===== config.mk =====
export PLATFORM = sky130hd
export DESIGN_NAME = sys_sysid_regbank
export DESIGN_NICKNAME = d
export VERILOG_FILES = /design/src/rtl/sys_sysid_regbank.sv
export SDC_FILE = /design/constraint.sdc
export NUM_CORES = 1
export LEC_CHECK = 0
export ABC_AREA = 1
export CORE_MARGIN = 3
export CORE_UTILIZATION = 30
export CTS_CLUSTER_DIAMETER = 120
export DETAILED_ROUTE_END_ITERATION = 8
export GPL_ROUTABILITY_DRIVEN = 0
export SYNTH_ARGS = -nofsm -noshare
export SYNTH_HDL_FRONTEND = slang
export SYNTH_SLANG_ARGS = --single-unit

===== constraint.sdc =====
create_clock -name clock -period 1 [get_ports clock]
set_clock_uncertainty 0.2 [all_clocks]
set_input_delay 0.15 -clock clock [delete_from_list [all_inputs] [get_ports clock]]
set_output_delay 0.15 -clock clock [all_outputs]
set_load 0.1 [all_outputs]

===== src/rtl/sys_sysid_regbank.sv =====
// sys_sysid_regbank -- Avalon-MM system-ID register bank.
// Word map: 0 ID, 1 TIMESTAMP, 2 SCRATCH, 3 STATUS (bit0 W1C write-to-RO error),
// 4 UPTIME_LO, 5 UPTIME_HI (shadow), 6 TICK_DIV, >=7 reserved (read 0).
// Optional feature macro: SYSID_UPTIME_EN enables the prescaled 64-bit uptime
// counter, its high-word shadow and TICK_DIV. Without it, words 4-6 are reserved.
module sys_sysid_regbank #(
   parameter logic [31:0] SYSTEM_ID    = 32'h0000_0000,
   parameter logic [31:0] TIMESTAMP    = 32'h5B99_0FB0,
   parameter int          ADDR_W       = 3,
   parameter logic [15:0] TICK_DIV_RST = 16'd0
) (
   input  logic              clock,
   input  logic              reset,
   input  logic [ADDR_W-1:0] address,
   input  logic              read,
   input  logic              write,
   input  logic [31:0]       writedata,
   input  logic [3:0]        byteenable,
   output logic [31:0]       readdata,
   output logic              readdatavalid
);

   localparam logic [ADDR_W-1:0] A_ID   = ADDR_W'(0);
   localparam logic [ADDR_W-1:0] A_TS   = ADDR_W'(1);
   localparam logic [ADDR_W-1:0] A_SCR  = ADDR_W'(2);
   localparam logic [ADDR_W-1:0] A_STAT = ADDR_W'(3);
`ifdef SYSID_UPTIME_EN
   localparam logic [ADDR_W-1:0] A_ULO  = ADDR_W'(4);
   localparam logic [ADDR_W-1:0] A_UHI  = ADDR_W'(5);
   localparam logic [ADDR_W-1:0] A_TDIV = ADDR_W'(6);
`endif

   logic [31:0] scratch_q, scratch_d;
   logic        err_q, err_d;
   logic [31:0] readdata_q, readdata_d;
   logic        rdv_q, rdv_d;
   logic [31:0] rd_mux;
   logic        wr_ro_hit;
   logic        scr_wr;

   assign scr_wr = write && (address == A_SCR);

   // Byte-lane merge for SCRATCH writes.
   genvar gi;
   generate
      for (gi = 0; gi < 4; gi++) begin : g_scr
         assign scratch_d[8*gi +: 8] = (scr_wr && byteenable[gi]) ? writedata[8*gi +: 8]
                                                                   : scratch_q[8*gi +: 8];
      end
   endgenerate

`ifdef SYSID_UPTIME_EN
   logic [15:0] tick_div_q, tick_div_d;
   logic [15:0] presc_q, presc_d;
   logic [63:0] uptime_q, uptime_d;
   logic [31:0] hi_shadow_q, hi_shadow_d;
   logic        tdiv_wr;

   assign tdiv_wr = write && (address == A_TDIV);

   // Only the low two byte lanes of TICK_DIV exist.
   generate
      for (gi = 0; gi < 2; gi++) begin : g_tdiv
         assign tick_div_d[8*gi +: 8] = (tdiv_wr && byteenable[gi]) ? writedata[8*gi +: 8]
                                                                     : tick_div_q[8*gi +: 8];
      end
   endgenerate

   // Prescaler/uptime next state; a TICK_DIV write reloads the prescaler with the new divider,
   // and a LO read latches the live high word so a following HI read is never torn.
   always_comb begin
      presc_d     = presc_q;
      uptime_d    = uptime_q;
      hi_shadow_d = hi_shadow_q;
      if (presc_q == 16'd0) begin
         presc_d  = tick_div_q;
         uptime_d = uptime_q + 64'd1;
      end else begin
         presc_d  = presc_q - 16'd1;
      end
      if (tdiv_wr) begin
         presc_d = tick_div_d;
      end
      if (read && (address == A_ULO)) begin
         hi_shadow_d = uptime_q[63:32];
      end
   end
`endif

   // Writes to read-only words flag an error; the uptime words only count when present.
   always_comb begin
      wr_ro_hit = write && ((address == A_ID) || (address == A_TS));
`ifdef SYSID_UPTIME_EN
      if (write && ((address == A_ULO) || (address == A_UHI))) begin
         wr_ro_hit = 1'b1;
      end
`endif
   end

   // Sticky error bit: a set always beats a W1C clear.
   always_comb begin
      err_d = err_q;
      if (wr_ro_hit) begin
         err_d = 1'b1;
      end else if (write && (address == A_STAT) && writedata[0]) begin
         err_d = 1'b0;
      end
   end

   // Read mux over pre-write register values; absent words read zero.
   always_comb begin
      rd_mux = 32'h0;
      case (address)
         A_ID:   rd_mux = SYSTEM_ID;
         A_TS:   rd_mux = TIMESTAMP;
         A_SCR:  rd_mux = scratch_q;
         A_STAT: rd_mux = {31'h0, err_q};
`ifdef SYSID_UPTIME_EN
         A_ULO:  rd_mux = uptime_q[31:0];
         A_UHI:  rd_mux = hi_shadow_q;
         A_TDIV: rd_mux = {16'h0, tick_div_q};
`endif
         default: rd_mux = 32'h0;
      endcase
   end

   // Fixed one-cycle read latency; readdata holds between reads.
   always_comb begin
      rdv_d      = read;
      readdata_d = read ? rd_mux : readdata_q;
   end

   // State registers with synchronous reset; a reset cycle drops any access in flight.
   always_ff @(posedge clock) begin
      if (reset) begin
         scratch_q   <= 32'h0;
         err_q       <= 1'b0;
         readdata_q  <= 32'h0;
         rdv_q       <= 1'b0;
`ifdef SYSID_UPTIME_EN
         tick_div_q  <= TICK_DIV_RST;
         presc_q     <= TICK_DIV_RST;
         uptime_q    <= 64'h0;
         hi_shadow_q <= 32'h0;
`endif
      end else begin
         scratch_q   <= scratch_d;
         err_q       <= err_d;
         readdata_q  <= readdata_d;
         rdv_q       <= rdv_d;
`ifdef SYSID_UPTIME_EN
         tick_div_q  <= tick_div_d;
         presc_q     <= presc_d;
         uptime_q    <= uptime_d;
         hi_shadow_q <= hi_shadow_d;
`endif
      end
   end

   assign readdata      = readdata_q;
   assign readdatavalid = rdv_q;

endmodule


# Word level (Yosys, flattened, before mapping)
# Index checks and enable logic that the tools add are counted.
# totals
reg_bits,66
output_inout_bits,33
word_cells,24
# classes
n_eq_ne,3
muxes,3
reduce_logical,11
# op_table
op,count
32-bit case mux with 3 select lines,1
1-bit logical AND,8
"3-bit by 2-bit equality test with 1-bit output, second input constant",2
"3-bit by 1-bit equality test with 1-bit output, second input constant",1
3-bit zero test,1
1-bit two-way mux,2
2-bit nonzero test,1
1-bit logical OR,1

# Longest topological paths before layout
# depth
depth_word,5
mapped_depth,7
mapped_depth_nobuf,7

# Least setup slack after synthesis
# Ideal clock, no wire load.
# synth_path
path_type,register -> register
from,"register, netlist name readdata[31]"
to,"register readdata_q[31], in the netlist readdata[31]"
t_arrival_ns,1.245
required_ns,0.729
path_slack_ns,-0.516
stages_incl_launch_ff,3
cell_sequence,dfxtp_1 o21ai_0 a21oi_1
# synth_rtl
element,line_no,rtl
to (signal assigned),149,readdata_q <= readdata_d;
to (decl),35,"logic [31:0] readdata_q, readdata_d;"

# Worst setup path in the final report
# layout_path
from,"register readdata_q[31], in the netlist readdata[31]"
to,output port readdata[31]
# layout_rtl
element,line_no,rtl
to (decl),19,"output logic [31:0] readdata,"
# No word-level cell between the ends.

==> impl_summary.log <==
INFO  metric run_status = finished, violations left
INFO  metric failing_checks = hold timing, setup timing
INFO  metric crit_path_max_fanout = 2
INFO  metric power_density = 1370 nW/um^2
INFO  metric most_frequent_standard_cell_in_the_layout_excluding_fill_and_tap_cells = sky130_fd_sc_hd__nand2_1
INFO  metric firstDrtPassIters = 4
INFO  metric critical-path-max-stage-delay = 0.36 ns
INFO  metric cts_htree_levels = 3
INFO  metric routedWlPerCell = 13.2 um
INFO  metric critical_path_class = register to output pin
INFO  metric drt_iter0_drc = 78
INFO  metric portbufs = 75
INFO  metric rsz0062_at_grt = true
INFO  metric worst_path_dominant_cell_family = flip-flops
INFO  metric hp-class = primary input to register
INFO  metric cell_types_with_the_largest_area_share_after_synthesis = sky130_fd_sc_hd__dfxtp_1 51%, sky130_fd_sc_hd__nand2_1 15%, sky130_fd_sc_hd__nor2_1 9.8%
INFO  metric sum_of_buffers_and_inverters_on_the_critical_path = 1
INFO  metric synth_warnings = 0
INFO  metric drc = 0
INFO  metric tritoncts_buffer_count = 9
INFO  metric die-area = about 9800 um^2
INFO  metric mappedNetlistNets = 409
INFO  metric worstHoldStart = read
INFO  metric rr_startpoint = readdata[14]$_SDFFE_PP0P_
INFO  metric finalSetupTns = -7.24 ns
INFO  metric slew_viol_final = 0
INFO  metric floorplan.die.height = 99.0 um
INFO  metric floorplan.initialDensity = 0.313
INFO  metric setup_slack = -0.231 ns
INFO  metric tritoncts = yes
INFO  metric finalNetCount = between 500 and 600
INFO  metric synth_top_area_cell = sky130_fd_sc_hd__dfxtp_1
INFO  metric groute.usage.overall = 0.165
INFO  metric grt_overflow_total = 0
INFO  metric worst_skew_pair.late_latency = 0.34 ns
INFO  metric ir_drop = 0.000788 V
INFO  metric critical_path.startpoint = readdata[31]$_SDFFE_PP0P_
INFO  metric avgSynthCellArea = approximately 7.1 um^2
INFO  metric postSynthRegisterBits = 66
INFO  metric ios = 76
INFO  metric drtAntennaViolNets = 0
INFO  metric clock_sink_count = 66
INFO  metric worst_hold_slack = -0.00481 ns
INFO  metric fin_crit = 1.23 ns
INFO  metric critical_path_s_slowest_cell = sky130_fd_sc_hd__dfxtp_2
INFO  metric finalSetupViolCount = 33
INFO  metric max-clock-path-buffers = 2
INFO  metric commonest_cells_after_routing_fill_and_taps_aside = 94 x sky130_fd_sc_hd__nand2_1, 59 x sky130_fd_sc_hd__nor2_1, 44 x sky130_fd_sc_hd__buf_12
INFO  metric path_cells = buf_12
INFO  metric timing.final.hold_violations = 1
INFO  metric critical_path_arrival = 0.88 ns
INFO  metric seq_area_frac_synth = 0.509
INFO  metric routed-via-count = 2607
INFO  metric via_per_inst = 4.46
INFO  metric layout-drive-gt1-share = 0.326
INFO  metric syn-cell-area = 2590 um^2
INFO  metric setup.reg_to_reg.worst_slack = 0.05 ns
INFO  metric synth.lib_cells_used.distinct = 15
INFO  metric cp.required = 0.65 ns
INFO  metric clockRootBuffer = sky130_fd_sc_hd__clkbuf_8
INFO  metric critical_path.endpoint_type = output pin
INFO  metric max_freq = 0.813 GHz
INFO  metric dpl.hpwl = 4.64 mm
INFO  metric placement_rows = 33
INFO  metric first_pass_grt_wire_length = about 13 mm
INFO  metric power = 6.48 mW
INFO  metric floorplan.die.width = 99.0 um
INFO  metric maxCapViolations = 0
INFO  metric synth_largest_type_area_fraction = 0.509
INFO  metric grt_max_degree = 28
INFO  metric fp.coreArea = 8300 um^2
INFO  metric grt_antenna_before_repair = 3
INFO  metric area.growth.synth_to_final = 82.6%
INFO  metric timing.critical_path.from_type = register
INFO  metric netlist_instances = 366
INFO  metric max_slew_margin = 0.815
INFO  metric worst_setup_hold_path_clk_slew = 0.07 ns
INFO  metric timing_worst_slew_pin_value = between 0.2 and 0.3 ns
INFO  metric final.period_utilization = 1.23
INFO  metric first_global_vias = between 2k and 3k
INFO  metric drt_wl_total = around 7.7 mm
INFO  metric finalCoreUtilization = 0.571
INFO  metric lkg_pwr = 2.04 nW
-- cell families (layout without fill, tap and decap cells) --
family / after synthesis / count (layout) / share of synthesized area
other cells: 0 / 3 / 0
compound gates: 64 / 64 / 0.126
buf+inv: 58 / 166 / 0.0883
flops: 66 / 66 / 0.509
simple gates: 178 / 180 / 0.276
-- through the flow --
stage	area, um^2	hold WS (ns)	instances	setup WS, ns
3_5_place_dp	4140	0.241	547	-0.892
5_1_grt	4740	-0.0164	584	-0.270
3_3_place_gp	4140	0.231	547	-0.932
6_report	4740	-0.00481	584	-0.231
4_1_cts	4610	-0.0282	576	-0.250
2_1_floorplan	2800	0.0150	366	-0.181
-- Yosys cell counts (all sizes together) --
cell and n:
a21oi 32, a31oi 1, buf 9, clkbuf 10, clkinv 1, dfxtp 66, inv 38, nand2 102
nand3 2, nand4 4, nor2 70, o21ai 31
-- flip-flops by register name (all words and copies together), names as in the netlist --
signal,count
readdata,32
err_q,1
readdatavalid,1
scratch_q,32
-- metal layers --
layer,GRT usage,part of all wire
met1,0.207,0.44
met2,0.264,0.49
met3,0.0566,0.061
met4,0.0567,0.0099
met5,0,0
-- final timing paths --
| kind | end | depth (start not counted) |
|---|---|---|
| max | readdata[31] | 1 |
| min | readdata[12]$_SDFFE_PP0P_ | 3 |
| max reg2reg | readdata[14]$_SDFFE_PP0P_ | 3 |
| min reg2reg | readdata[29]$_SDFFE_PP0P_ | 2 |
-- what timing repair did --
| item | 4_1_cts | 5_1_grt |
|---|---|---|
| gates cloned | 7 | 1 |
| hold endpoints to repair | 2 | 1 |
| buffers inserted | 8 | 5 |
| resized for setup | 38 | 28 |
| setup endpoints to repair | 98 | 66 |
| pin swaps | 7 | 9 |
-- cell type report --
| type | instances | area, um^2 |
|---|---|---|
| multi-input cells | 244 | 1200 |
| repair buffers | 111 | 1610 |
| clock buffers | 10 | 128 |
| clock inverters | 6 | 57.6 |
| fillers | 755 | 3560 |
| inverters | 39 | 164 |
| flip-flops and latches | 66 | 1440 |
| diodes | 3 | 7.51 |
| well taps | 105 | 131 |
-- report_power, final --
part / switching, mW / total (mW) / internal, mW
Combinational: 0.888 / 1.55 / 0.664
Clock: 1.01 / 2.14 / 1.13
Sequential: 0.0904 / 2.79 / 2.70
(Power assumes the default switching activity.)
==> RTL change 1, RTL diff (config.mk and constraints unchanged) <==
`ADDR_W`: 3 -> 2.
--- a/src/rtl/sys_sysid_regbank.sv
+++ b/src/rtl/sys_sysid_regbank.sv
@@ -6,7 +6,7 @@
 module sys_sysid_regbank #(
    parameter logic [31:0] SYSTEM_ID    = 32'h0000_0000,
    parameter logic [31:0] TIMESTAMP    = 32'h5B99_0FB0,
-   parameter int          ADDR_W       = 3,
+   parameter int          ADDR_W       = 2,
    parameter logic [15:0] TICK_DIV_RST = 16'd0
 ) (
    input  logic              clock,
Ports: changed (resized address); port bits go from 76 to 75. The function was not compared with the original's and may differ.
==> RTL change 1 against the original RTL <==
  * Design area is 4.4% lower
  * Combinational power is 3% higher
  * Power is 4.9% higher
  * Clock power is 11% higher
  * Wire length is 5.5% lower
  * Die area is 1.9% lower
  * Sequential cell count stayed put
  * Worst hold slack better by 0.0079 ns
  * Synthesized area is 2.1% lower
  * Core utilization is 0.25 points lower
  * Sequential power is 2% higher
  * Worst setup slack better by 0.0030 ns
  * The flow finishes with violations (negative setup slack)
==> RTL change 1: results (changes against the original RTL) <==
num_vias: 2508  # was 2607
crit_family: "flip-flops"  # unchanged
ys_top_cells_by_count: "nand2_1 (100), nor2_1 (67), dfxtp_1 (66)"  # was nand2_1 (102), nor2_1 (68), dfxtp_1 (66)
cts-root-buf: "clkbuf_8"  # unchanged
n_fill_cell: 703  # was 755
yosys_warnings: 0  # unchanged
leakage_uw: 0.001970  # was 0.002041 uW
synth_nets: 403  # was 409
synth_area_per_cell_sq_um: 7.036  # was 7.087 sq um
synth_compound_area_frac: 0.1296  # was 0.1264
synth_mux_area_frac: 0  # unchanged
synth.area.top_cells: "dfxtp_1 (52%), nand2_1 (15%), nor2_1 (9.9%)"  # was dfxtp_1 (51%), nand2_1 (15%), nor2_1 (9.8%)
drive_above_1_share: 0.2972  # was 0.3256
place_inst: 534  # was 547
peakVddDrop_v: 0.0007231  # was 0.0007880 V
setup_viol_count_final: 33  # unchanged
crit_path_max_fanout: 2  # unchanged
drt_iter0_drc: 56  # was 78
grt_pass1_wl_um: 11730  # was 12650 um
drt-pass1-iter-count: 4  # unchanged
ys_seq_area_frac: 0.5202  # was 0.5094
cp_slowest_cell: "dfxtp_2"  # unchanged
avgRoutedWirePerCell_um: 12.94  # was 13.20 um
worst-slew-pin-transition_ns: 0.2543  # was 0.2780 ns
nNetsFinal: 500  # was 514
synth_fa_ha_area_frac: 0  # unchanged
antennaDiodeCount: 0  # was 3
grt_pass1_vias: 2413  # was 2510
clk_path_buf_depth: 2  # unchanged
synth_xor_area_frac: 0  # unchanged
clk_latency_ns: 0.33
portBuffers: 74  # was 75
dp_hpwl_um: 4319  # was 4641 um
pre_cts_ws_ns: -0.7038  # was -0.8923 ns
outcome: "complete, but fails checks"  # unchanged
grt_max_degree: 49  # was 28
failed_checks: "negative setup slack"  # was negative hold slack, negative setup slack
async_reset_ff_frac: 0  # unchanged
cts_inserted_buffers: 9  # unchanged
critPathArrivalTime_ns: 0.88  # about the same
antenna_found_initial: 0  # was 3
hold_class: "in -> reg"  # unchanged
grtUsageTotal: 0.1542  # was 0.1651
clkSlewWorstSetupHoldPaths_ns: 0.07  # about the same
synthDistinctLibCells: 13  # was 15
htree_levels: 3  # unchanged
final-instance-count-excl-fill: 563  # was 584
cp_slowest_stage_delay_ns: 0.36  # about the same
fin_ws_ns: -0.2275  # was -0.2305 ns
==> RTL change 1: cell types whose count changed after synthesis <==
cell and change:
nand4_1 +4, nand4_2 -4, inv_2 -3, nand2_1 -2, a21oi_2 +1, a31oi_2 -1
inv_1 +1, nor2_1 -1, nor2_4 -1, o21ai_0 +1
==> RTL change 1: kinds of logic (layout without fill, tap and decap cells) <==
logic type      count (synthesis)  count (layout)
simple gates                  174             174
flops                          66              66
compound gates                 65              65
buf+inv                        56             156
==> RTL change 1: cell type report <==
| type | count | area share |
|---|---|---|
| sequential | 66 | 0.3180 |
| tap | 102 | 0.02818 |
| clock buffer | 11 | 0.03122 |
| multi-input combinational | 239 | 0.2368 |
| timing repair buffer | 105 | 0.3377 |
| inverter | 37 | 0.03371 |
| clock inverter | 3 | 0.01437 |
==> RTL change 1: final timing paths <==
check                                    from      endpoint  slack [ns]  cells past startpoint
worst min-delay path               address[1]         err_q       0.003                      4
worst max register to register   readdata[11]  readdata[11]        0.09                      2
worst min register to register  scratch_q[26]  readdata[26]        0.25                      2
worst max-delay path             readdata[31]  readdata[31]       -0.23                      1
==> RTL change 1: stage by stage <==
step	TNS (ns)	cell area [sq um]	total power, uW
after floorplan	-0.7262	2700	3686
after global placement	-39.86	3995	4354
after detailed placement	-41.17	3995	4365
after CTS	-8.493	4508	6889
after global routing	-8.439	4528	7084
final	-6.967	4528	6800
==> RTL change 1: per-layer routing <==
layer,share of wire,up-vias,global-route usage
met1,0.41,1130,0.1679
met4,0.020,0,0.05964
li1,-,1310,-
met2,0.52,58,0.2754
met3,0.047,10,0.05143
met5,0,-,0
==> RTL change 1: worst reg2reg max path, delay by kind of cell (launching register included) <==
kind	cells	cell delay (ns)
DFF	1	0.35
AOI/OAI and AO/OA	2	0.25
==> RTL change 1: where the power goes <==
| group | internal, uW | switching, uW | total (uW) |
|---|---|---|---|
| Combinational | 675 | 923 | 1600 |
| Clock | 1440 | 925 | 2370 |
| Sequential | 2730 | 107 | 2840 |
| Total | 4850 | 1950 | 6800 |
==> RTL change 1: repair_timing <==
action | 4_1_cts | 5_1_grt
gates resized for setup | 46 | 12
cloned | 7 | 0
buffers inserted | 5 | 4
setup endpoints to repair | 98 | 63
endpoints found under the hold margin | 1 | 0
pin swaps | 13 | 5
==> RTL change 2, RTL diff (same flow settings) <==
Made on the original files. Remove the register `rdv_q`: a continuous assignment takes its place, so the output `readdatavalid` follows one clock earlier.
--- a/src/rtl/sys_sysid_regbank.sv
+++ b/src/rtl/sys_sysid_regbank.sv
@@ -136,7 +136,6 @@
          scratch_q   <= 32'h0;
          err_q       <= 1'b0;
          readdata_q  <= 32'h0;
-         rdv_q       <= 1'b0;
 `ifdef SYSID_UPTIME_EN
          tick_div_q  <= TICK_DIV_RST;
          presc_q     <= TICK_DIV_RST;
@@ -147,7 +146,6 @@
          scratch_q   <= scratch_d;
          err_q       <= err_d;
          readdata_q  <= readdata_d;
-         rdv_q       <= rdv_d;
 `ifdef SYSID_UPTIME_EN
          tick_div_q  <= tick_div_d;
          presc_q     <= presc_d;
@@ -157,6 +155,8 @@
       end
    end
 
+   assign rdv_q = rdv_d;
+
    assign readdata      = readdata_q;
    assign readdatavalid = rdv_q;
 
Formal check against the unedited RTL: not equivalent (Yosys sat finds a counterexample within 4 cycles, from zero or initial values and one cycle with reset high).
==> RTL change 2 against the original RTL <==
  * The flow still finishes with violations (negative hold slack, negative setup slack)
  * Non-clock buffer count down 8
  * Synthesized area down 0.63%
  * Sequential cell count down 1
  * Cell count down 2.4%
  * Power down 4.8%
  * Design area down 3.1%
  * Wire length down 6.0%
  * Worst setup slack better by 0.014 ns
  * Synthesized cell count down 0.27%
  * Highest routed layer unchanged
==> RTL change 2: results (changes against the original RTL) <==
hold_start: "reset"  # was read
drt_iter0_drc: 51  # was 78
place_inst: 545  # was 547
r2r_start: "readdata[19]"  # was readdata[14]
ys_top_cells_by_count: "nand2_1 (102), nor2_1 (67), dfxtp_1 (65)"  # was nand2_1 (102), nor2_1 (68), dfxtp_1 (66)
synth_nets: 408  # was 409
fin_ws_ns: -0.2163  # was -0.2305 ns
peakVddDrop_v: 0.0005522  # was 0.0007880 V
cp_slowest_cell: "dfxtp_4"  # was dfxtp_2
grtUsageTotal: 0.1499  # was 0.1651
ys_seq_area_frac: 0.5049  # was 0.5094
grt_pass1_wl_um: 11670  # was 12650 um
reg2reg_depth: 2  # was 3
via_per_inst: 4.458  # was 4.464
final-instance-count-excl-fill: 570  # was 584
dpl-instance-area_sq_mm: 0.004105  # was 0.004136 sq mm
grt_pass1_vias: 2419  # was 2510
hold_class: "in -> reg"  # unchanged
portBuffers: 75  # unchanged
routed_wirelength_um: 7249  # was 7708 um
hold_end: "err_q"  # was readdata[12]
grt_max_degree: 38  # was 28
leakage_uw: 0.001973  # was 0.002041 uW
crit_family: "flip-flops"  # unchanged
drt-pass1-iter-count: 4  # unchanged
reg2reg_slack_ns: 0.06
postSynthCellCount: 365  # was 366
async_reset_ff_frac: 0  # unchanged
clkSlewWorstSetupHoldPaths_ns: 0.07  # about the same
antennaDiodeCount: 0  # was 3
nNetsFinal: 503  # was 514
min_path_cells: 3  # unchanged
failed_checks: "negative hold slack, negative setup slack"  # unchanged
slew_headroom: 0.7920  # was 0.8147
p_sw_frac: 0.3099  # was 0.3063
drive_above_1_share: 0.3269  # was 0.3256
outcome: "complete, but fails checks"  # unchanged
synth.area.top_cells: "dfxtp_1 (50%), nand2_1 (15%), nor2_1 (9.8%)"  # was dfxtp_1 (51%), nand2_1 (15%), nor2_1 (9.8%)
dp_hpwl_um: 4587  # was 4641 um
hold_slack_ns: -0.06455  # was -0.004810 ns
hold_viol: 1  # unchanged
cts-root-buf: "clkbuf_8"  # unchanged
antenna_found_initial: 0  # was 3
setup_viol_count_final: 32  # was 33
r2r-end: "readdata[19]"  # was readdata[14]
pre_cts_ws_ns: -0.7987  # was -0.8923 ns
synthDistinctLibCells: 16  # was 15
## RTL change 2: changes by cell type in the layout (fill, tap and decap cells not counted), sizes merged
cell,unedited run,this run
nor2,70,69
nand4,6,5
buf,69,61
inv,39,38
clkbuf,13,18
clkdlybuf4s15,1,0
clkinvlp,1,0
dfxtp,66,65
dlygate4sd2,5,4
bufinv,1,0
diode,3,0
## RTL change 2: worst max path at each step
stage | from | end | slack [ns] | depth (start not counted)
after detailed placement | address[1] | scratch_q[10] | -0.80 | 7
after floorplan | address[1] | scratch_q[16] | -0.11 | 6
after global routing | readdata[24] | readdata[24] | -0.24 | 1
after global placement | address[1] | scratch_q[8] | -0.82 | 7
final | readdata[0] | readdata[0] | -0.22 | 1
after CTS | readdata[0] | readdata[0] | -0.24 | 1
## RTL change 2: per-layer routing
metal  vias up  routed length (um)  GRT usage
met2        48                3493     0.2397
met5         -                   0          0
met3         9                 332    0.03397
met1      1163                3349     0.1977
li1       1321                   -          -
met4         0                  74    0.05672
## RTL change 2: cells by family after synthesis
kind of cell	share of synthesized area
flip-flops	0.5049
AND/OR/NAND/NOR	0.2762
buffers and inverters	0.09175
AO/OA/AOI/OAI	0.1272
## RTL change 2: worst register-to-register path, cell delays in order (launching register included)
cell	delay, ns
dfxtp_4	0.35
o21ai_0	0.23
a21oi_2	0.04
## RTL change 2: repair_timing
item                                    4_1_cts  5_1_grt
setup buffers                                 5        1
pin swaps                                     7       16
endpoints found under the hold margin         1        1
cloned                                        3        2
endpoints found under the setup margin       97       80
resized for setup                            43       36
## RTL change 2: through the flow
step | TNS [ns] | power, uW
after floorplan | -2.990 | 3540
after global placement | -46.12 | 4197
after detailed placement | -45.61 | 4205
after CTS | -7.427 | 6211
after global routing | -7.579 | 6438
final | -6.620 | 6173
## RTL change 2: final cells by class
type                            count  area, sq um
Clock buffer                       13        148.9
Clock inverter                      3        18.77
Fill cell                         764         3709
Inverter                           39        171.4
Multi-Input combinational cell    242         1191
Sequential cell                    65         1421
Tap cell                          105        131.4
Timing Repair Buffer              103         1508
## RTL change 2: power by group through the flow
stage                     clock, uW  sequential, uW  combinational (uW)
final                          1920            2740                1510
after global routing           2100            2760                1580
after CTS                      1990            2750                1480
after detailed placement          0            2800                1400
after global placement            0            2800                1390
after floorplan                   0            3270                 265
